<file path="config.mk">
export PLATFORM = sky130hd
export DESIGN_NAME = sample_buffer_reader
export DESIGN_NICKNAME = d
export VERILOG_FILES = /design/src/rtl/sample_buffer_reader.sv
export SDC_FILE = /design/constraint.sdc
export NUM_CORES = 1
export LEC_CHECK = 0
export CAP_MARGIN = 30
export CORE_AREA = 2 2 84 54
export CTS_CLUSTER_DIAMETER = 100
export DETAILED_ROUTE_END_ITERATION = 8
export DIE_AREA = 0 0 86 56
export GPL_TIMING_DRIVEN = 0
export PLACE_DENSITY = 0.74
export SLEW_MARGIN = 20
export SYNTH_ARGS = -nofsm -noshare
export SYNTH_HDL_FRONTEND = slang
export SYNTH_SLANG_ARGS = --single-unit
</file>
<file path="constraint.sdc">
create_clock -name CLK -period 3.63 [get_ports CLK]
set_clock_uncertainty 0.05 [all_clocks]
set_input_delay 0.726 -clock CLK [delete_from_list [all_inputs] [get_ports CLK]]
set_output_delay 0.726 -clock CLK [all_outputs]
set_load 0.005 [all_outputs]
</file>
<file path="src/rtl/sample_buffer_reader.sv">
// Read-side controller for a distributed-RAM sample buffer: owns the read pointer,
// registers RAM words into a valid/ready stream, and tracks occupancy and overflow.
module sample_buffer_reader #(
  parameter int DW       = 14,
  parameter int AW       = 6,
  parameter int AF_LEVEL = 48
) (
  input  logic          CLK,
  input  logic          RSTN,
  input  logic          CLR,
  input  logic          WINC,
  output logic [AW-1:0] RA,
  input  logic [DW-1:0] RD,
  output logic [DW-1:0] DOUT,
  output logic          DVAL,
  input  logic          DRDY,
  output logic [AW:0]   CNT,
  output logic          EMPTY,
  output logic          AFULL,
  output logic          OVF
);

  localparam logic [AW:0] DEPTH = (AW+1)'(1 << AW);
  localparam logic [AW:0] AF_TH = (AW+1)'(AF_LEVEL);

  logic [AW-1:0] rp_q, rp_d;
  logic [AW:0]   cnt_q, cnt_d;
  logic [DW-1:0] dout_q, dout_d;
  logic          dval_q, dval_d;
  logic          ovf_q, ovf_d;
  logic          load;
  logic          full;

  always_comb begin
    load   = (cnt_q != '0) && (!dval_q || DRDY);
    full   = (cnt_q == DEPTH);
    rp_d   = rp_q;
    cnt_d  = cnt_q;
    dout_d = dout_q;
    dval_d = dval_q;
    ovf_d  = ovf_q;

    if (load) begin
      dout_d = RD;
      dval_d = 1'b1;
      rp_d   = rp_q + AW'(1);
    end else if (DRDY) begin
      dval_d = 1'b0;
    end

    // A write into a full buffer with nothing leaving has clobbered unread data.
    if (WINC && !load) begin
      if (full) ovf_d = 1'b1;
      else      cnt_d = cnt_q + (AW+1)'(1);
    end else if (!WINC && load) begin
      cnt_d = cnt_q - (AW+1)'(1);
    end
  end

  always_ff @(posedge CLK or negedge RSTN) begin
    if (!RSTN) begin
      rp_q   <= '0;
      cnt_q  <= '0;
      dout_q <= '0;
      dval_q <= 1'b0;
      ovf_q  <= 1'b0;
    end else if (CLR) begin
      rp_q   <= '0;
      cnt_q  <= '0;
      dout_q <= '0;
      dval_q <= 1'b0;
      ovf_q  <= 1'b0;
    end else begin
      rp_q   <= rp_d;
      cnt_q  <= cnt_d;
      dout_q <= dout_d;
      dval_q <= dval_d;
      ovf_q  <= ovf_d;
    end
  end

  assign RA    = rp_q;
  assign DOUT  = dout_q;
  assign DVAL  = dval_q;
  assign CNT   = cnt_q;
  assign OVF   = ovf_q;
  assign EMPTY = (cnt_q == '0);
  assign AFULL = (cnt_q >= AF_TH);

endmodule

</file>
==> metrics, run 1 <==
status complete, no violations; Final period util 95.3%; n_diodes 0; final setup vio count 0; Worst setup EP type flop; Max-Cap Viols 0; Slew HR 57.7%; I/O pins 50; CP max FO 10; crit path DAT 3.55 ns; worst hold path class input pin to async pin; area share of the largest cell type after synthesis 47.0%; Mapped Nets 192; layout cell share with drive strength beyond 1 10.4%; DP Wirelength 2730 microns; top post-synthesis cells by count nand2_1, dfrtp_1, a21oi_1, nor2_1, ha_1; P&R area growth vs syn 42.6%; initial antenna violation count 0; Reg2Reg Depth 11; CP Class input pin to flop; final hold violation count 0; die footprint 4820 sq um; H-tree level count 2; DRC Markers 0; Critical Path RT 3.72 ns; Min Hold Slack 0.403 ns; gr ovfl total 0; Total GRT Usage 16.7%; Avg Cell Area, Syn 9.37 sq um; Worst Tran Pin Value 0.634 ns; Via density 4.87; Initial DRC Count 49; met1 WL 1860 microns; Final Critical Period 3.46 ns; cell area after synthesis 1550 sq um; top sig layer met4; post-route insts no fill 271; CTS Sinks 29; P_leak 1.01 nW; Cell Rows 18; clock tree buffer depth 2; # port buffers 49; Worst Setup Start Kind input pin; first drt pass iteration count 4; most common cell in the netlist nand2_1; yosys synthesis warning count 0; Slew Limit Fails 0; drt wl/cell 13.8 microns; Initial Util 38.8%; number of synthesized flops with an enable pin 0; Die Y 56 microns; Die X 86 microns; R2R Path Start CNT[5]; CTS tree built; vias in the first global route 1270; CTS Root Cell clkbuf_8; post-CTS setup buffers 0; synth unique cells 37; Antenna Nets Post-Route 0; placed cells 264; Gate Count Post-Synth 165; top_reg_cell synth dfrtp_1; met2 wire len 1500 microns; area leader, netlist dfrtp_1; maximum vdd ir drop 0.354 mV; top cells by area, synth dfrtp_1, nand2_1, a21oi_1; WL met3 363 microns; Skew-Pair Late Insertion Delay 0.29 ns; R2R Path End CNT[6]; FF+latch count, synth 29; clk slew on worst S/H paths 0.06 ns; P per Cell Area 699 nW/um^2; Vias 1319; WL final 3740 microns; worst reg2reg setup slack 0.29 ns; Final nets 248; total power 1.54 mW; TritonCTS buffer count 5; RSZ-0062 raised after global routing false; part of the Yosys area used for sequential elements 47.0%; first-pass GRT wire length 6180 microns; Post-synth ARST share 100%; largest net degree at the start of global routing 30; core area 3990 sq um; RePlAce Congestion 0.831; highest clock rate 289 MHz
## cell usage in the layout (no fill, tap or decap), types with 4 or more instances in the layout
| cell type | instances |
|---|---|
| a21oi_1 | 18 |
| clkbuf_8 | 5 |
| clkdlybuf4s50_1 | 48 |
| dfrtp_1 | 29 |
| ha_1 | 7 |
| inv_1 | 4 |
| mux2_4 | 5 |
| nand2_1 | 37 |
| nor2_1 | 17 |
| nor2b_1 | 4 |
| xor2_1 | 4 |
## worst max path at each step
stage               slack (ns)  startpoint     end  cells after the start
CTS                       0.03        DRDY  CNT[6]                     11
global route              0.07        DRDY  CNT[6]                     12
floorplan                 0.73        DRDY  CNT[6]                     10
global placement         -0.20        DRDY  CNT[6]                     11
finish                    0.17        DRDY  CNT[6]                     12
detailed placement       -0.34        DRDY  CNT[6]                     11
## stage by stage
stage                     area (sq um)  util, %  worst slack [ns]  TNS (ns)
after floorplan                   1550        -             0.726         0
after global placement            2100     52.6            -0.196    -0.196
after detailed placement          2090     52.5            -0.342    -0.342
after CTS                         2200     55.1            0.0267         0
after global routing              2200     55.3            0.0690         0
final                             2200     55.3             0.171         0
## repair_timing
item                                    CTS  global route
hold buffers                              0             0
endpoints found under the setup margin    1             1
resized for setup                         1             3
## worst max-delay path, stage by stage
cell	delay, ns
clkdlybuf4s50_1	0.47
or2b_1	0.18
o21ai_2	0.14
buf_4	0.21
nand2_2	0.17
inv_1	0.09
fa_1	0.40
nor2b_1	0.22
o31a_1	0.18
o22ai_1	0.12
and3_1	0.18
a2111oi_1	0.45
## state kept, by name, summed over array words and instances (netlist names)
| register | flops |
|---|---|
| OVF | 1 |
| RA | 6 |
| CNT | 7 |
| DVAL | 1 |
| DOUT | 14 |
## routing by layer
layer	global-route usage, %	vias up
met1	23.7	602
met4	3.63	0
li1	-	668
met5	0	-
met2	21.8	46
met3	9.20	3
## power breakdown
group | internal [mW] | switching [mW] | total, mW
Clock | 0.199 | 0.124 | 0.323
Combinational | 0.397 | 0.342 | 0.739
Sequential | 0.397 | 0.0804 | 0.477
Total | 0.993 | 0.547 | 1.54
## layout make-up
type,instances,area (sq um)
buffer,7,40.0
clock buffer,5,68.8
clock inverter,2,35.0
fill,370,1780
inverter,5,18.8
multi-input combinational,124,767
sequential,29,726
tap,50,62.6
timing repair buffer,49,485
## cells by family after synthesis
| logic type | share of synthesized area, % |
|---|---|
| flip-flops | 47.0 |
| AO/OA/AOI/OAI | 12.3 |
| XOR/XNOR | 3.40 |
| AND/OR/NAND/NOR | 19.9 |
| adder cells (fa/ha/maj) | 6.96 |
| multiplexers | 6.80 |
| buffers and inverters | 3.64 |
Power figures use the tool's default switching activity.
==> inputs of run 2 (changes only) <==
--- a/config.mk
+++ b/config.mk
@@ -5,6 +5,7 @@
 export SDC_FILE = /design/constraint.sdc
 export NUM_CORES = 1
 export LEC_CHECK = 0
+export ABC_CLOCK_PERIOD_IN_PS = 3630
 export CAP_MARGIN = 30
 export CORE_AREA = 2 2 84 54
 export CTS_CLUSTER_DIAMETER = 100
==> results of run 2 <==
Final layout, timing and power as in run 1 (identical DEF).
==> inputs of run 3 (changes only) <==
--- a/config.mk
+++ b/config.mk
@@ -8,7 +8,7 @@
 export ABC_CLOCK_PERIOD_IN_PS = 3630
 export CAP_MARGIN = 30
 export CORE_AREA = 2 2 84 54
-export CTS_CLUSTER_DIAMETER = 100
+export CTS_CLUSTER_DIAMETER = 40
 export DETAILED_ROUTE_END_ITERATION = 8
 export DIE_AREA = 0 0 86 56
 export GPL_TIMING_DRIVEN = 0
==> results of run 3 <==
Final layout, timing and power as in run 1 (identical DEF).
==> edit 1, RTL diff (settings of run 2) <==
The parameter `AW` goes from 6 to 5.
--- a/src/rtl/sample_buffer_reader.sv
+++ b/src/rtl/sample_buffer_reader.sv
@@ -3,5 +3,5 @@
 module sample_buffer_reader #(
   parameter int DW       = 14,
-  parameter int AW       = 6,
+  parameter int AW       = 5,
   parameter int AF_LEVEL = 48
 ) (
Interface: changed (resized CNT and RA); port bits go from 50 to 48. No check against the original RTL was run, so the function may have changed too.
==> edit 1 against run 2 <==
  * Die area unchanged
  * Maximum frequency is 10% higher
  * Count of clock-buffer cells in the layout is 1 lower
  * Wire length decreased by 14%
  * Sequential cell count shrank 2
  * Worst setup slack gained 330 ps
  * Register-to-register slack improved by 210 ps
  * Area after synthesis fell by 13%
  * Power is 20% lower
  * Design area shrank 13%
  * Via count down 11%
  * Critical endpoint is now CNT[5]
==> edit 1: results (changes against run 2) <==
| Parameter | This run | vs run 2 |
|---|---|---|
| Result of the run | completed |  |
| GR met3 Demand/Resource | 0.0668 | -0.0252 |
| Final hold slack | 398 ps | -4.79 ps |
| Post-DP HPWL | 2430 um | -11% |
| Async set-reset flop share out of synthesis | 1.00 | unchanged |
| Clock slew seen by the registers of the worst setup and hold paths | 90 ps | +30 ps |
| Worst path max stage delay | 460 ps |  |
| CTS buffer count | 3 | -2 |
| Routed WL per cell | 13.1 um | -4.8% |
| Antenna diode count | 0 | unchanged |
| Insertion delay to the later sink of the worst-skew pair | 270 ps | -20 ps |
| Total detailed-routing wirelength | 3220 um | -14% |
| Number of search-and-repair iterations in the first detailed-routing pass | 4 | unchanged |
| Slew of the pin with the lowest slew margin | 895 ps | +261 ps |
| Number of antenna violations at the first check in global routing | 0 | unchanged |
| Worst IR drop on VDD | 219 uV | -38% |
| Crit path max fanout | 16 | +6 |
| Cell area after placement | 1860 um^2 | -11% |
| Quantity of I/O buffers inserted on ports | 46 | -6.1% |
| Synth Net Count | 171 | -11% |
| Final RePlAce weighted congestion | 0.768 | -7.7% |
| Global-route total usage across every layer | 0.141 | -0.0259 |
| Number of global-route vias before repair | 1089 | -14% |
| Main synth FF type | dfrtp_1 |  |
| Seq/Total Area, Yosys | 0.503 | +0.0336 |
| Total leakage power | 0.836 nW | -17% |
| Via-per-instance ratio | 4.80 | -1.3% |
| Fmax | 0.319 GHz | +10% |
| Distinct cell type count of the synthesized netlist | 29 | -22% |
| Ranking of synthesized cells by area | dfrtp_1, nand2_1, a21oi_1 |  |
| Number of nets in the layout | 221 | -11% |
| Yosys warning count | 0 | unchanged |
| Wire length of the first global-routing pass | 5270 um | -15% |
| Fraction of final layout cells with drive strength greater than 1 | 0.0308 | -0.0733 |
| Deepest clock path buffer count | 2 | unchanged |
| Maximum number of pins on one net before global-route repair | 28 | -6.7% |
| Switching fraction of total power | 0.372 | +0.0173 |
| Global routing met1 resource utilization | 0.201 | -0.0362 |
| Gate family responsible for the most delay along the worst path | simple AND/OR/NAND/NOR gates |  |
| Most common library cells after synthesis | nand2_1, dfrtp_1, a21oi_1, nor2_1, inv_1 |  |
| Met2 Use GR | 0.190 | -0.0277 |
| Data arrival at the endpoint of the critical path | 3240 ps | -310 ps |
| Worst setup slack for register-to-register paths | 500 ps | +210 ps |
| DRT iter0 DRCs | 44 | -10% |
| Buffer cell driving the clock tree root | clkbuf_8 |  |
| CP max-delay cell | dfrtp_1 |  |
| Syn Area/Cell | 9.20 um^2 | -1.8% |
| Min-delay worst type | in2async |  |
| Deepest level of the CTS H-tree | 1 | -1 |
| Largest register FFs | 14 | unchanged |
| Number of placed cells counting well taps | 242 | -8.3% |
| Setup slack at placement | -251 ps | +91.0 ps |
-- edit 1: cell types whose count changed after synthesis, sizes merged, moves of 3 or more --
cell / delta
nor2: -6
mux2i: -3
buf: -4
nor3: +3
-- edit 1: timing repair --
action                                  in CTS  in global routing
cloned                                       0                  0
hold buffers                                 0                  0
buffers inserted                             0                  0
endpoints found under the setup margin       1                  1
gates resized for setup                      0                  2
pin swaps                                    0                  0
-- edit 1: layout make-up --
cell class	count	area, um^2
Tap cell	50	62.6
Sequential cell	27	676
Timing Repair Buffer	46	455
Clock buffer	4	45.0
Buffer	4	15.0
Multi-Input combinational cell	108	633
Inverter	6	22.5
Fill cell	380	2080
-- edit 1: power by group through the flow --
stage	logic, mW	clock network (mW)	registers [mW]
global placement	0.613	0	0.450
floorplan	0.352	0	0.446
finish	0.622	0.169	0.444
CTS	0.623	0.175	0.446
global route	0.701	0.191	0.458
detailed placement	0.622	0	0.451
-- edit 1: worst paths after layout --
check	startpoint	endpoint	cells past startpoint
max in group asynchronous	RSTN	DVAL	1
setup / recovery	CNT[0]	CNT[5]	10
min in group CLK	OVF	OVF	2
hold / removal	RSTN	RA[4]	1
setup reg to reg	CNT[0]	CNT[5]	10
hold reg to reg	OVF	OVF	2
-- edit 1: kinds of logic after synthesis --
kind of cell | count (synthesis) | share of synthesized area
multiplexers | 5 | 0.0419
adder cells (fa/ha/maj) | 6 | 0.0615
buffers and inverters | 11 | 0.0308
AND/OR/NAND/NOR | 63 | 0.203
flip-flops | 27 | 0.503
XOR/XNOR | 4 | 0.0261
AO/OA/AOI/OAI | 30 | 0.133
-- edit 1: per-layer routing --
layer  up-vias  part of all wire  wire length (um)
met2        35              0.40              1280
met4         0            0.0093                30
li1        588                 -                 -
met5         -                 0                 0
met1       550              0.50              1620
met3         4             0.090               289
==> edit 2, RTL diff (config.mk and constraints of run 2) <==
Made on the original files. Register the output `CNT` once more, cleared by the reset; this adds one clock of latency there. The other outputs are not delayed to match.
--- a/src/rtl/sample_buffer_reader.sv
+++ b/src/rtl/sample_buffer_reader.sv
@@ -83,5 +83,11 @@
   assign DOUT  = dout_q;
   assign DVAL  = dval_q;
-  assign CNT   = cnt_q;
+  always_ff @(posedge CLK or negedge RSTN) begin
+    if (!RSTN) begin
+      CNT <= '0;
+    end else begin
+      CNT <= cnt_q;
+    end
+  end
   assign OVF   = ovf_q;
   assign EMPTY = (cnt_q == '0);
Formal check against the unedited RTL: not equivalent (a bounded check fails within 4 cycles, from zero or initial values and one cycle with RSTN low).
==> edit 2 against run 2 <==
  * Clock power grew 6.2%
  * Register-to-register slack gained 260 ps
  * Maximum frequency is essentially flat
  * Power grew 9.8%
  * Area after synthesis grew 12%
  * Wire length grew 10%
  * Sequential power grew 26%
  * Sequential cell count grew 7
  * Worst setup slack lost 2.4 ps
  * Design area grew 9.6%
  * Utilization grew 5.3 points
  * Highest routed layer unchanged
  * Worst hold slack lost 110 ps
  * Combinational power grew 1%
==> edit 2: results (changes against run 2) <==
| Parameter | This run | vs run 2 |
|---|---|---|
| Result of the run | completed |  |
| Portion of netlist area occupied by mux cells | 0.0608 | -0.00719 |
| Fraction of final layout cells with drive strength greater than 1 | 0.104 | +0.000275 |
| Quantity of I/O buffers inserted on ports | 49 | unchanged |
| Synth Net Count | 200 | +4.2% |
| Global-route total usage across every layer | 0.187 | +0.0198 |
| Post-DP HPWL | 3010 um | +10% |
| Worst IR drop on VDD | 409 uV | +15% |
| Synthesized-area fraction occupied by adder cells | 0.0623 | -0.00736 |
| Vias | 1421 | +7.7% |
| Total detailed-routing wirelength | 4120 um | +10% |
| Total leakage power | 1.10 nW | +9.4% |
| Wire length of the first global-routing pass | 6940 um | +12% |
| Data arrival at the endpoint of the critical path | 3570 ps | +20 ps |
| Yosys warning count | 0 | unchanged |
| DRT iter0 DRCs | 56 | +14% |
| Post-synthesis xor/xnor area fraction | 0.0304 | -0.00360 |
| Worst path max stage delay | 500 ps | +30 ps |
| Maximum number of pins on one net before global-route repair | 24 | -20% |
| Startpoint of the most critical register-to-register path | cnt_q[5] |  |
| Seq/Total Area, Yosys | 0.521 | +0.0517 |
| Final RePlAce weighted congestion | 0.886 | +6.6% |
| Share of the synthesized area in compound gates (AO/OA/AOI/OAI) | 0.112 | -0.0116 |
| Cell area after placement | 2300 um^2 | +10% |
| Distinct cell type count of the synthesized netlist | 35 | -5.4% |
| Worst slew margin relative to its limit | 0.610 | +0.0326 |
| Ranking of synthesized cells by area | dfrtp_1, nand2_1, a21oi_1 |  |
| Initial cell density of the core | 0.433 | +0.0458 |
## edit 2: cell types whose count changed in the layout (fill, tap and decap cells not counted), moves of 2 or more
| cell | before | now |
|---|---|---|
| dfrtp_1 | 29 | 36 |
| inv_1 | 4 | 7 |
| nor2_1 | 17 | 14 |
| nor2_2 | 1 | 3 |
| xnor2_1 | 2 | 4 |
| xor2_1 | 4 | 2 |
## edit 2: final timing paths
path	end	slack, ps	cells past startpoint
max	cnt_q[6]	170	12
min	OVF	290	1
max reg2reg	cnt_q[6]	550	10
min reg2reg	CNT[4]	450	0
max in group asynchronous	RA[0]	2810	2
min in group CLK	CNT[4]	450	0
## edit 2: layout make-up
| type | count | area [um^2] |
|---|---|---|
| multi-input cells | 123 | 773 |
| fillers | 348 | 1570 |
| clock inverters | 2 | 35.0 |
| plain buffers | 6 | 31.3 |
| well taps | 50 | 62.6 |
| repair buffers | 50 | 513 |
| inverters | 7 | 26.3 |
| clock buffers | 6 | 72.6 |
| flip-flops and latches | 36 | 901 |
## edit 2: worst max-delay path, delay by kind of cell
kind | cells | cell delay [ps]
compound gates | 4 | 970
buf+inv | 3 | 800
simple gates | 4 | 660
fa+ha+maj | 1 | 400
## edit 2: per-layer routing
| metal | share of wire | GRT usage |
|---|---|---|
| met1 | 0.51 | 0.284 |
| met2 | 0.41 | 0.259 |
| met3 | 0.069 | 0.0564 |
| met4 | 0.012 | 0.0408 |
| met5 | 0 | 0 |
## edit 2: timing repair
action	in CTS	in global routing
pin swaps	0	0
gates resized for setup	2	2
hold buffers	0	0
endpoints found under the setup margin	1	1
## edit 2: report_power, final
group / internal (mW) / switching [mW] / leakage (nW) / total (mW)
logic: 0.397 / 0.351 / 0.578 / 0.748
clock network: 0.204 / 0.139 / 0.0552 / 0.343
registers: 0.504 / 0.0964 / 0.470 / 0.600
total: 1.10 / 0.586 / 1.10 / 1.69
## edit 2: kinds of logic after synthesis
logic type,count (synthesis)
muxes,8
AOI/OAI and AO/OA,30
buffers and inverters,14
and+or+nand+nor,71
xor gates and xnor gates,6
adders and majority gates,8
DFF,36
## edit 2: stage by stage
step                      power (mW)  TNS, ps  std cells  worst slack, ps  hold WS [ps]
after detailed placement        1.34    -1120        273             -568           417
final                           1.69        0        280              169           290
after global placement          1.32    -1000        272             -516           416
after global routing            1.82        0        280             8.29           315
after CTS                       1.69        0        280             25.9           296
after floorplan                 1.03        0        173              494           367
